===== src/rtl/fpu_fma_wb_pkg.sv =====
// Shared FPU constants for the FMA result collector: recoded-float width, exception flag layout, tag default.
package fpu_fma_wb_pkg;

    localparam int unsigned REC_W     = 33;
    localparam int unsigned EXC_W     = 5;
    localparam int unsigned TAG_W_DEF = 5;

    // Exception flag bit positions, MSB to LSB: NV, DZ, OF, UF, NX
    localparam int unsigned EXC_NV = 4;
    localparam int unsigned EXC_DZ = 3;
    localparam int unsigned EXC_OF = 2;
    localparam int unsigned EXC_UF = 1;
    localparam int unsigned EXC_NX = 0;

    typedef struct packed {
        logic nv;
        logic dz;
        logic of;
        logic uf;
        logic nx;
    } fflags_t;

endpackage


===== src/rtl/fpu_wb_fifo.sv =====
// First-word-fall-through FIFO; pointers carry one extra wrap bit so full and empty are distinguishable.
module fpu_wb_fifo #(
    parameter int unsigned WIDTH = 8,
    parameter int unsigned DEPTH = 4
) (
    input  logic             clock,
    input  logic             reset,
    input  logic             push,
    input  logic [WIDTH-1:0] push_data,
    input  logic             pop,
    output logic [WIDTH-1:0] head_data,
    output logic             full,
    output logic             empty
);
    localparam int unsigned AW = $clog2(DEPTH);

    logic [AW:0]      wr_ptr;
    logic [AW:0]      rd_ptr;
    logic [WIDTH-1:0] mem [DEPTH];

    assign empty     = (wr_ptr == rd_ptr);
    assign full      = (wr_ptr[AW] != rd_ptr[AW]) && (wr_ptr[AW-1:0] == rd_ptr[AW-1:0]);
    assign head_data = mem[rd_ptr[AW-1:0]];

    // Storage is reset so the head reads zero out of reset.
    always_ff @(posedge clock or posedge reset) begin
        if (reset) begin
            wr_ptr <= '0;
            rd_ptr <= '0;
            for (int i = 0; i < int'(DEPTH); i++) begin
                mem[i] <= '0;
            end
        end else begin
            if (push) begin
                mem[wr_ptr[AW-1:0]] <= push_data;
                wr_ptr              <= wr_ptr + (AW+1)'(1);
            end
            if (pop) begin
                rd_ptr <= rd_ptr + (AW+1)'(1);
            end
        end
    end

    a_no_pop_empty: assert property (@(posedge clock) disable iff (reset) !(pop && empty));

endmodule


===== src/rtl/fpu_fma_wb.sv =====
// FMA result collector: tracks issued tags through the pipe latency, buffers results, credits issue.
// Optional sticky exception accumulator enabled by FPU_FMA_WB_FFLAGS_ACCUM_EN.
module fpu_fma_wb
    import fpu_fma_wb_pkg::*;
#(
    parameter int unsigned LATENCY = 3,
    parameter int unsigned DEPTH   = 4,
    parameter int unsigned TAG_W   = TAG_W_DEF
) (
    input  logic             clock,
    input  logic             reset,
    input  logic             io_issue_valid,
    input  logic [TAG_W-1:0] io_issue_tag,
    output logic             io_issue_ready,
    input  logic [REC_W-1:0] io_fma_data,
    input  logic [EXC_W-1:0] io_fma_exc,
    output logic             io_wb_valid,
    input  logic             io_wb_ready,
    output logic [TAG_W-1:0] io_wb_tag,
    output logic [REC_W-1:0] io_wb_data,
    output logic [EXC_W-1:0] io_wb_exc,
    output logic             io_busy,
    input  logic             io_fflags_clear,
    output logic [EXC_W-1:0] io_fflags_accum
);
    localparam int unsigned CNT_W   = $clog2(DEPTH + 1);
    localparam int unsigned ENTRY_W = TAG_W + REC_W + EXC_W;

    typedef struct packed {
        logic [TAG_W-1:0] tag;
        logic [REC_W-1:0] data;
        fflags_t          exc;
    } wb_entry_t;

    logic [LATENCY-1:0] sr_valid;
    logic [TAG_W-1:0]   sr_tag [LATENCY];
    logic [CNT_W-1:0]   count;
    logic               issue_fire;
    logic               push;
    logic               pop;
    logic               fifo_full;
    logic               fifo_empty;
    wb_entry_t          push_entry;
    wb_entry_t          head;

    assign issue_fire = io_issue_valid & io_issue_ready;
    assign pop        = io_wb_valid & io_wb_ready;
    assign push       = sr_valid[LATENCY-1];

    // Tag pipe mirrors the FMA pipe, which never stalls.
    always_ff @(posedge clock or posedge reset) begin
        if (reset) begin
            sr_valid <= '0;
            for (int i = 0; i < int'(LATENCY); i++) begin
                sr_tag[i] <= '0;
            end
        end else begin
            sr_valid[0] <= issue_fire;
            sr_tag[0]   <= io_issue_tag;
            for (int i = 1; i < int'(LATENCY); i++) begin
                sr_valid[i] <= sr_valid[i-1];
                sr_tag[i]   <= sr_tag[i-1];
            end
        end
    end

    // Credits cover both in-flight and queued results.
    always_ff @(posedge clock or posedge reset) begin
        if (reset) begin
            count <= '0;
        end else begin
            unique case ({issue_fire, pop})
                2'b10:   count <= count + CNT_W'(1);
                2'b01:   count <= count - CNT_W'(1);
                default: count <= count;
            endcase
        end
    end

    always_comb begin
        push_entry      = '0;
        push_entry.tag  = sr_tag[LATENCY-1];
        push_entry.data = io_fma_data;
        push_entry.exc  = fflags_t'(io_fma_exc);
    end

    fpu_wb_fifo #(
        .WIDTH (ENTRY_W),
        .DEPTH (DEPTH)
    ) u_fifo (
        .clock     (clock),
        .reset     (reset),
        .push      (push),
        .push_data (push_entry),
        .pop       (pop),
        .head_data (head),
        .full      (fifo_full),
        .empty     (fifo_empty)
    );

    assign io_issue_ready = (count < CNT_W'(DEPTH));
    assign io_busy        = (count != '0);
    assign io_wb_valid    = ~fifo_empty;
    assign io_wb_tag      = head.tag;
    assign io_wb_data     = head.data;
    assign io_wb_exc      = head.exc;

`ifdef FPU_FMA_WB_FFLAGS_ACCUM_EN
    logic [EXC_W-1:0] fflags_q;

    // Clear takes priority over a same-edge pop.
    always_ff @(posedge clock or posedge reset) begin
        if (reset) begin
            fflags_q <= '0;
        end else if (io_fflags_clear) begin
            fflags_q <= '0;
        end else if (pop) begin
            fflags_q <= fflags_q | io_wb_exc;
        end
    end

    assign io_fflags_accum = fflags_q;
`else
    logic unused_fflags_clear;
    assign unused_fflags_clear = io_fflags_clear;
    assign io_fflags_accum     = '0;
`endif

    a_no_issue_when_full: assert property (@(posedge clock) disable iff (reset)
        !(io_issue_valid && !io_issue_ready));
    a_no_push_into_full: assert property (@(posedge clock) disable iff (reset)
        !(push && fifo_full && !pop));

endmodule


===== config.mk =====
export PLATFORM = sky130hd
export DESIGN_NAME = fpu_fma_wb
export DESIGN_NICKNAME = d
export VERILOG_FILES = /design/src/rtl/fpu_fma_wb_pkg.sv /design/src/rtl/fpu_wb_fifo.sv /design/src/rtl/fpu_fma_wb.sv
export SDC_FILE = /design/constraint.sdc
export NUM_CORES = 1
export LEC_CHECK = 0
export ABC_AREA = 0
export CAP_MARGIN = 5
export CORE_ASPECT_RATIO = 1.2
export CORE_MARGIN = 2
export CORE_UTILIZATION = 35
export DETAILED_ROUTE_END_ITERATION = 7
export DONT_BUFFER_PORTS = 1
export MAX_ROUTING_LAYER = met4
export PLACE_DENSITY = 0.51
export REMOVE_ABC_BUFFERS = 1
export SETUP_SLACK_MARGIN = 0.05
export SYNTH_ARGS = -nofsm -noshare
export SYNTH_HDL_FRONTEND = slang
export SYNTH_HIERARCHICAL = 1
export SYNTH_SLANG_ARGS = --single-unit

===== constraint.sdc =====
create_clock -name clock -period 18.7 [get_ports clock]
set_input_delay 3.74 -clock clock [delete_from_list [all_inputs] [get_ports clock]]
set_output_delay 3.74 -clock clock [all_outputs]
set_load 0.005 [all_outputs]

==> results.cfg, run 1 <==
[die]
io-pin-count = 99
die_y_um = 175
fp.coreArea_sq_mm = 0.0239
start_util = 0.357
die-area_sq_mm = 0.0256
core.rowCount = 62
fp.dieW_um = 146

[clocking]
cts_resized = 0
cts-buffers-inserted = 17
clock-sinks = 199
cts.clk_slew.worst_paths_ns = 0.07
postCtsHoldBufs = 0
cts_max_path_buffers = 2
cts_tree = yes
clk_latency_ns = 0.42
postCtsSetupRepairBufs = 0
cts-root-buf = clkbuf_16
cts_htree_levels = 4

[hold_path]
hold_class = reg2reg
min-delay-start = sr_tag[6]$_DFF_PP0_
whs_endpoint = push_entry[39]$_DFF_PP0_
hold_path_depth = 0

[setup_path]
critPathMaxFanout = 31
path_class = reg2out
cp.required_ns = 14.96
startpoint = u_fifo/rd_ptr[1]$_DFFE_PP0P_
crit_path_start_kind = flop
cp-end-kind = output pin
rr_endpoint = count[2]$_DFFE_PP0P_
crit_arrival_ns = 2.39
reg2reg_depth = 10
rrSetupSlack_ns = 15.57
r2r-start = u_fifo/rd_ptr[1]$_DFFE_PP0P_

[flow_run]
drv_cap = 0

[drt]
first_pass_iters = 4
totalWireLength_um = 16800
post_drt_wl_per_cell_um = 20.5
ant_nets = 0
viasPerCell = 4.98
drc = 0
vias = 4076
initialDrtViolationCount = 230

[sta]
hold_viol = 0
rsz0062_at_grt = false
min_period_over_period = 0.328
finalSetupViolations = 0
finalSetupTns_ns = 0
fmax_mhz = 163
slew_viol_final = 0
worst_pin_slew_ns = 1.05
period_minus_slack_ns = 6.13
relSlewSlack = 0.298
fin_skew_ns = 0.00988

[layout]
syn2layout_area_growth_pct = 8.59
final_cell_area_sq_mm = 0.00925
drive_above_1_share = 0.523
final_nets = 541
n_antenna_cell = 0

[logic_synthesis]
syn_area_sq_mm = 0.00852
synth_warnings = 6
syn-mean-instance-area_sq_um = 17.4
synth_cells = 489

[pwr]
power_leakage_nw = 3.82
power_density_mw_per_mm2 = 182
p_sw_frac = 0.306
comb_power_share = 0.326
pwr-share-clk = 0.214
vdd_drop_max_v = 0.0000648
power_frac_seq = 0.460
p_sw_mw = 0.515
p_int_mw = 1.17

[global_route]
overflow = 0
first_global_vias = 4610
grt_max_degree = 114
grt_pass1_wl_um = 26700
antenna_found_initial = 0
grtUsageTotal = 0.143

[placed_design]
post_dp_cell_area_sq_mm = 0.00866
place.port_buffers = 0
gp_congestion = 0.694
hpwl_um = 10500

[status]
status = complete, no violations
cell usage in the layout (no fill, tap or decap), drive strengths merged:
cell	n
dfrtp	199
mux2	173
mux4	43
clkbuf	17
inv	16
nand2	8
ha	6
buf	6
xor2	5
xnor2	5
conb	5
clkinv	5
clkinvlp	3
o21ai	2
nand3	1
nor2b	1
nor2	1
fa	1
bufinv	1
nor3b	1
metrics by stage:
stage | utilization | cells | setup slack, ns | total power, mW | hold WS (ns)
after detailed placement | 0.363 | 787 | 12.94 | 1.36 | 0.335
after floorplan | - | 461 | 10.13 | 1.20 | 0.331
after CTS | 0.387 | 819 | 12.48 | 1.72 | 0.350
final | 0.387 | 819 | 12.57 | 1.68 | 0.349
after global placement | 0.363 | 787 | 12.97 | 1.31 | 0.333
after global routing | 0.387 | 819 | 12.37 | 1.80 | 0.357
sequential cells by signal, summed over array words and instances (netlist names):
name,count
count,3
push_entry,5
sr_tag,10
sr_valid,3
u_fifo/mem,172
u_fifo/rd_ptr,3
u_fifo/wr_ptr,3
layer usage:
layer / part of all wire / track usage / vias up
met4: 0.0080 / 0.0417 / 0
li1: - / - / 1758
met2: 0.54 / 0.249 / 67
met1: 0.41 / 0.160 / 2244
met3: 0.041 / 0.0392 / 7
met5: 0 / - / -
power groups by stage:
stage               Combinational, mW  Sequential [mW]  Clock [mW]
floorplan                       0.456            0.741           0
global placement                0.545            0.763           0
global route                    0.598            0.805       0.392
finish                          0.550            0.774       0.360
CTS                             0.569            0.778       0.374
detailed placement              0.569            0.787           0
cell type report:
type,instances,area [sq um]
inverters,10,42.5
fillers,2248,14600
clock buffers,17,425
flip-flops and latches,199,4980
clock inverters,15,164
multi-input cells,252,3190
well taps,320,400
repair buffers,6,45.0
worst max-delay path: stages, from the launching register on:
cell	delay [ns]
dfrtp_2	0.71
buf_4	0.58
xor2_1	0.14
nor3b_1	0.39
inv_1	0.11
how the worst max path moves through the flow:
stage               cells past startpoint  slack, ns                         to
finish                                  4      12.57                io_wb_valid
global route                            4      12.37                io_wb_valid
CTS                                     2      12.48              io_wb_data[0]
detailed placement                      2      12.94              io_wb_data[0]
global placement                        2      12.97              io_wb_data[0]
floorplan                               1      10.13  u_fifo/mem[0]$_DFFE_PP0P_
No activity file was read; power rests on OpenSTA's default activity.
==> run 2: changes to the inputs <==
--- a/config.mk
+++ b/config.mk
@@ -13,7 +13,7 @@
 export DETAILED_ROUTE_END_ITERATION = 7
 export DONT_BUFFER_PORTS = 1
 export MAX_ROUTING_LAYER = met4
-export PLACE_DENSITY = 0.51
+export PLACE_DENSITY = 0.53
 export REMOVE_ABC_BUFFERS = 1
 export SETUP_SLACK_MARGIN = 0.05
 export SYNTH_ARGS = -nofsm -noshare
==> constraint.sdc (replaced) <==
create_clock -name clock -period 4.9 [get_ports clock]
set_input_delay 0.98 -clock clock [delete_from_list [all_inputs] [get_ports clock]]
set_output_delay 0.98 -clock clock [all_outputs]
set_load 0.005 [all_outputs]
==> run 2 against run 1 <==
Non-clock buffer count is 1 higher; flip-flop and latch count is the same; global-route usage rose by 0.13 points; sequential share of layout area down 0.095 points; clock power increased to 3.9 times the previous value; worst setup slack got worse by 11 ns; cell count rose by 0.12%; first-iteration DRC count is 27% lower; largest cell class unchanged; highest routed layer unchanged.
==> results.cfg, run 2 (synthesized netlist as in run 1, its figures left out) <==
[placed_design]
dp_slack_ns = 2.01
place.port_buffers = 0
gp_congestion = 0.672
hpwl_um = 10300

[sta]
hold_viol = 0
fin_ws_ns = 1.74
slew_viol_final = 0
period_minus_slack_ns = 3.16
finalSetupViolations = 0
worst_pin_slew_ns = 0.981
rsz0062_at_grt = false
fmax_mhz = 316
fin_skew_ns = 0.00960
min_period_over_period = 0.645
whs_ns = 0.353
relSlewSlack = 0.346

[clocking]
clock-sinks = 199
cts_htree_levels = 4
cts_tree = yes
clk_latency_ns = 0.43
cts-buffers-inserted = 17
cts-root-buf = clkbuf_16
cts_max_path_buffers = 2
cts.clk_slew.worst_paths_ns = 0.07
postCtsSetupRepairBufs = 0
postCtsHoldBufs = 0
cts_resized = 0

[die]
die-area_sq_mm = 0.0256
fp.coreArea_sq_mm = 0.0239
start_util = 0.357
io-pin-count = 99
core.rowCount = 62
die_y_um = 175
fp.dieW_um = 146

[layout]
final_cell_mix = dfrtp_1 (197), mux2_2 (173), mux4_2 (43)
n_antenna_cell = 0
largest-register = u_fifo/mem
largest_reg_flops = 172
drive_above_1_share = 0.524
final_common_cell = dfrtp_1
final_nets = 542
syn2layout_area_growth_pct = 8.78

[setup_path]
cp-end-kind = output pin
path_buf_inv = 0
startpoint = u_fifo/rd_ptr[0]$_DFFE_PP0P_
critPathSlowestCell = dfrtp_4
rr_endpoint = count[2]$_DFFE_PP0P_
path_class = reg2out
reg2reg_depth = 9
critPathMaxFanout = 46
rrSetupSlack_ns = 2.06
slowest_delay_ns = 1.04
crit_path_start_kind = flop
cp.required_ns = 3.92
path_cells = mux4_2
crit_arrival_ns = 2.18
crit_family = flip-flops
r2r-start = u_fifo/rd_ptr[0]$_DFFE_PP0P_

[pwr]
vdd_drop_max_v = 0.000280
comb_power_share = 0.324
p_sw_frac = 0.306
power_mw = 6.45
p_sw_mw = 1.97
pwr-share-clk = 0.215
power_frac_seq = 0.461
p_int_mw = 4.47
power_density_mw_per_mm2 = 696
power_leakage_nw = 3.84

[hold_path]
min-delay-start = sr_tag[14]$_DFF_PP0_
hold_class = reg2reg
hold_path_depth = 0
whs_endpoint = sr_tag[9]$_DFF_PP0_

[drt]
totalWireLength_um = 16800
ant_nets = 0
vias = 4113
viasPerCell = 5.02
drc = 0
post_drt_wl_per_cell_um = 20.5
first_pass_iters = 4
initialDrtViolationCount = 169

[global_route]
grt_pass1_wl_um = 27100
antenna_found_initial = 0
top_usage_layer = met2
grt_max_degree = 109
overflow = 0
met3_usage = 0.0386
first_global_vias = 4728
grtUsageMet1 = 0.171
grtUsageTotal = 0.144
grt_use_met2 = 0.239

[status]
status = complete, no violations

[flow_run]
drv_cap = 0
## run 2: changes by cell type in the layout (fill, tap and decap cells not counted), sizes merged
cell      delta
clkinvlp     -1
buf          +1
inv          +3
clkinv       -2
## run 2: power by group through the flow
stage / Combinational [mW] / Sequential (mW) / Clock (mW)
2_1_floorplan: 1.74 / 2.83 / 0
3_3_place_gp: 2.07 / 2.93 / 0
3_5_place_dp: 2.16 / 3.02 / 0
4_1_cts: 2.16 / 2.99 / 1.44
5_1_grt: 2.26 / 3.10 / 1.51
6_report: 2.09 / 2.97 / 1.39
## run 2: layer usage
layer / wire (um) / share of wire
met4: 189 / 0.011
met2: 8880 / 0.53
met1: 7110 / 0.42
met5: 0 / 0
met3: 610 / 0.036
## run 2: through the flow
stage	cell area (sq um)	utilization	setup TNS (ns)	instances
4_1_cts	9270	0.388	0	820
5_1_grt	9270	0.388	0	820
3_3_place_gp	8680	0.363	0	788
3_5_place_dp	8680	0.363	0	788
6_report	9270	0.388	0	820
2_1_floorplan	8210	-	-162.03	461
## run 2: layout make-up
cell class / count / area, sq um
clock buffer: 17 / 425
fill: 2243 / 14600
timing repair buffer: 7 / 65.1
multi-input combinational: 252 / 3190
clock inverter: 15 / 160
inverter: 10 / 42.5
tap: 320 / 400
sequential: 199 / 4980
## run 2: how the worst max path moves through the flow
| stage | to | slack [ns] | cells past startpoint |
|---|---|---|---|
| finish | io_wb_data[22] | 1.74 | 1 |
| detailed placement | count[2]$_DFFE_PP0P_ | 2.01 | 9 |
| global placement | count[2]$_DFFE_PP0P_ | 2.04 | 9 |
| floorplan | u_fifo/mem[0]$_DFFE_PP0P_ | -0.91 | 1 |
| global route | io_wb_valid | 1.56 | 3 |
| CTS | io_wb_exc[3] | 1.63 | 2 |
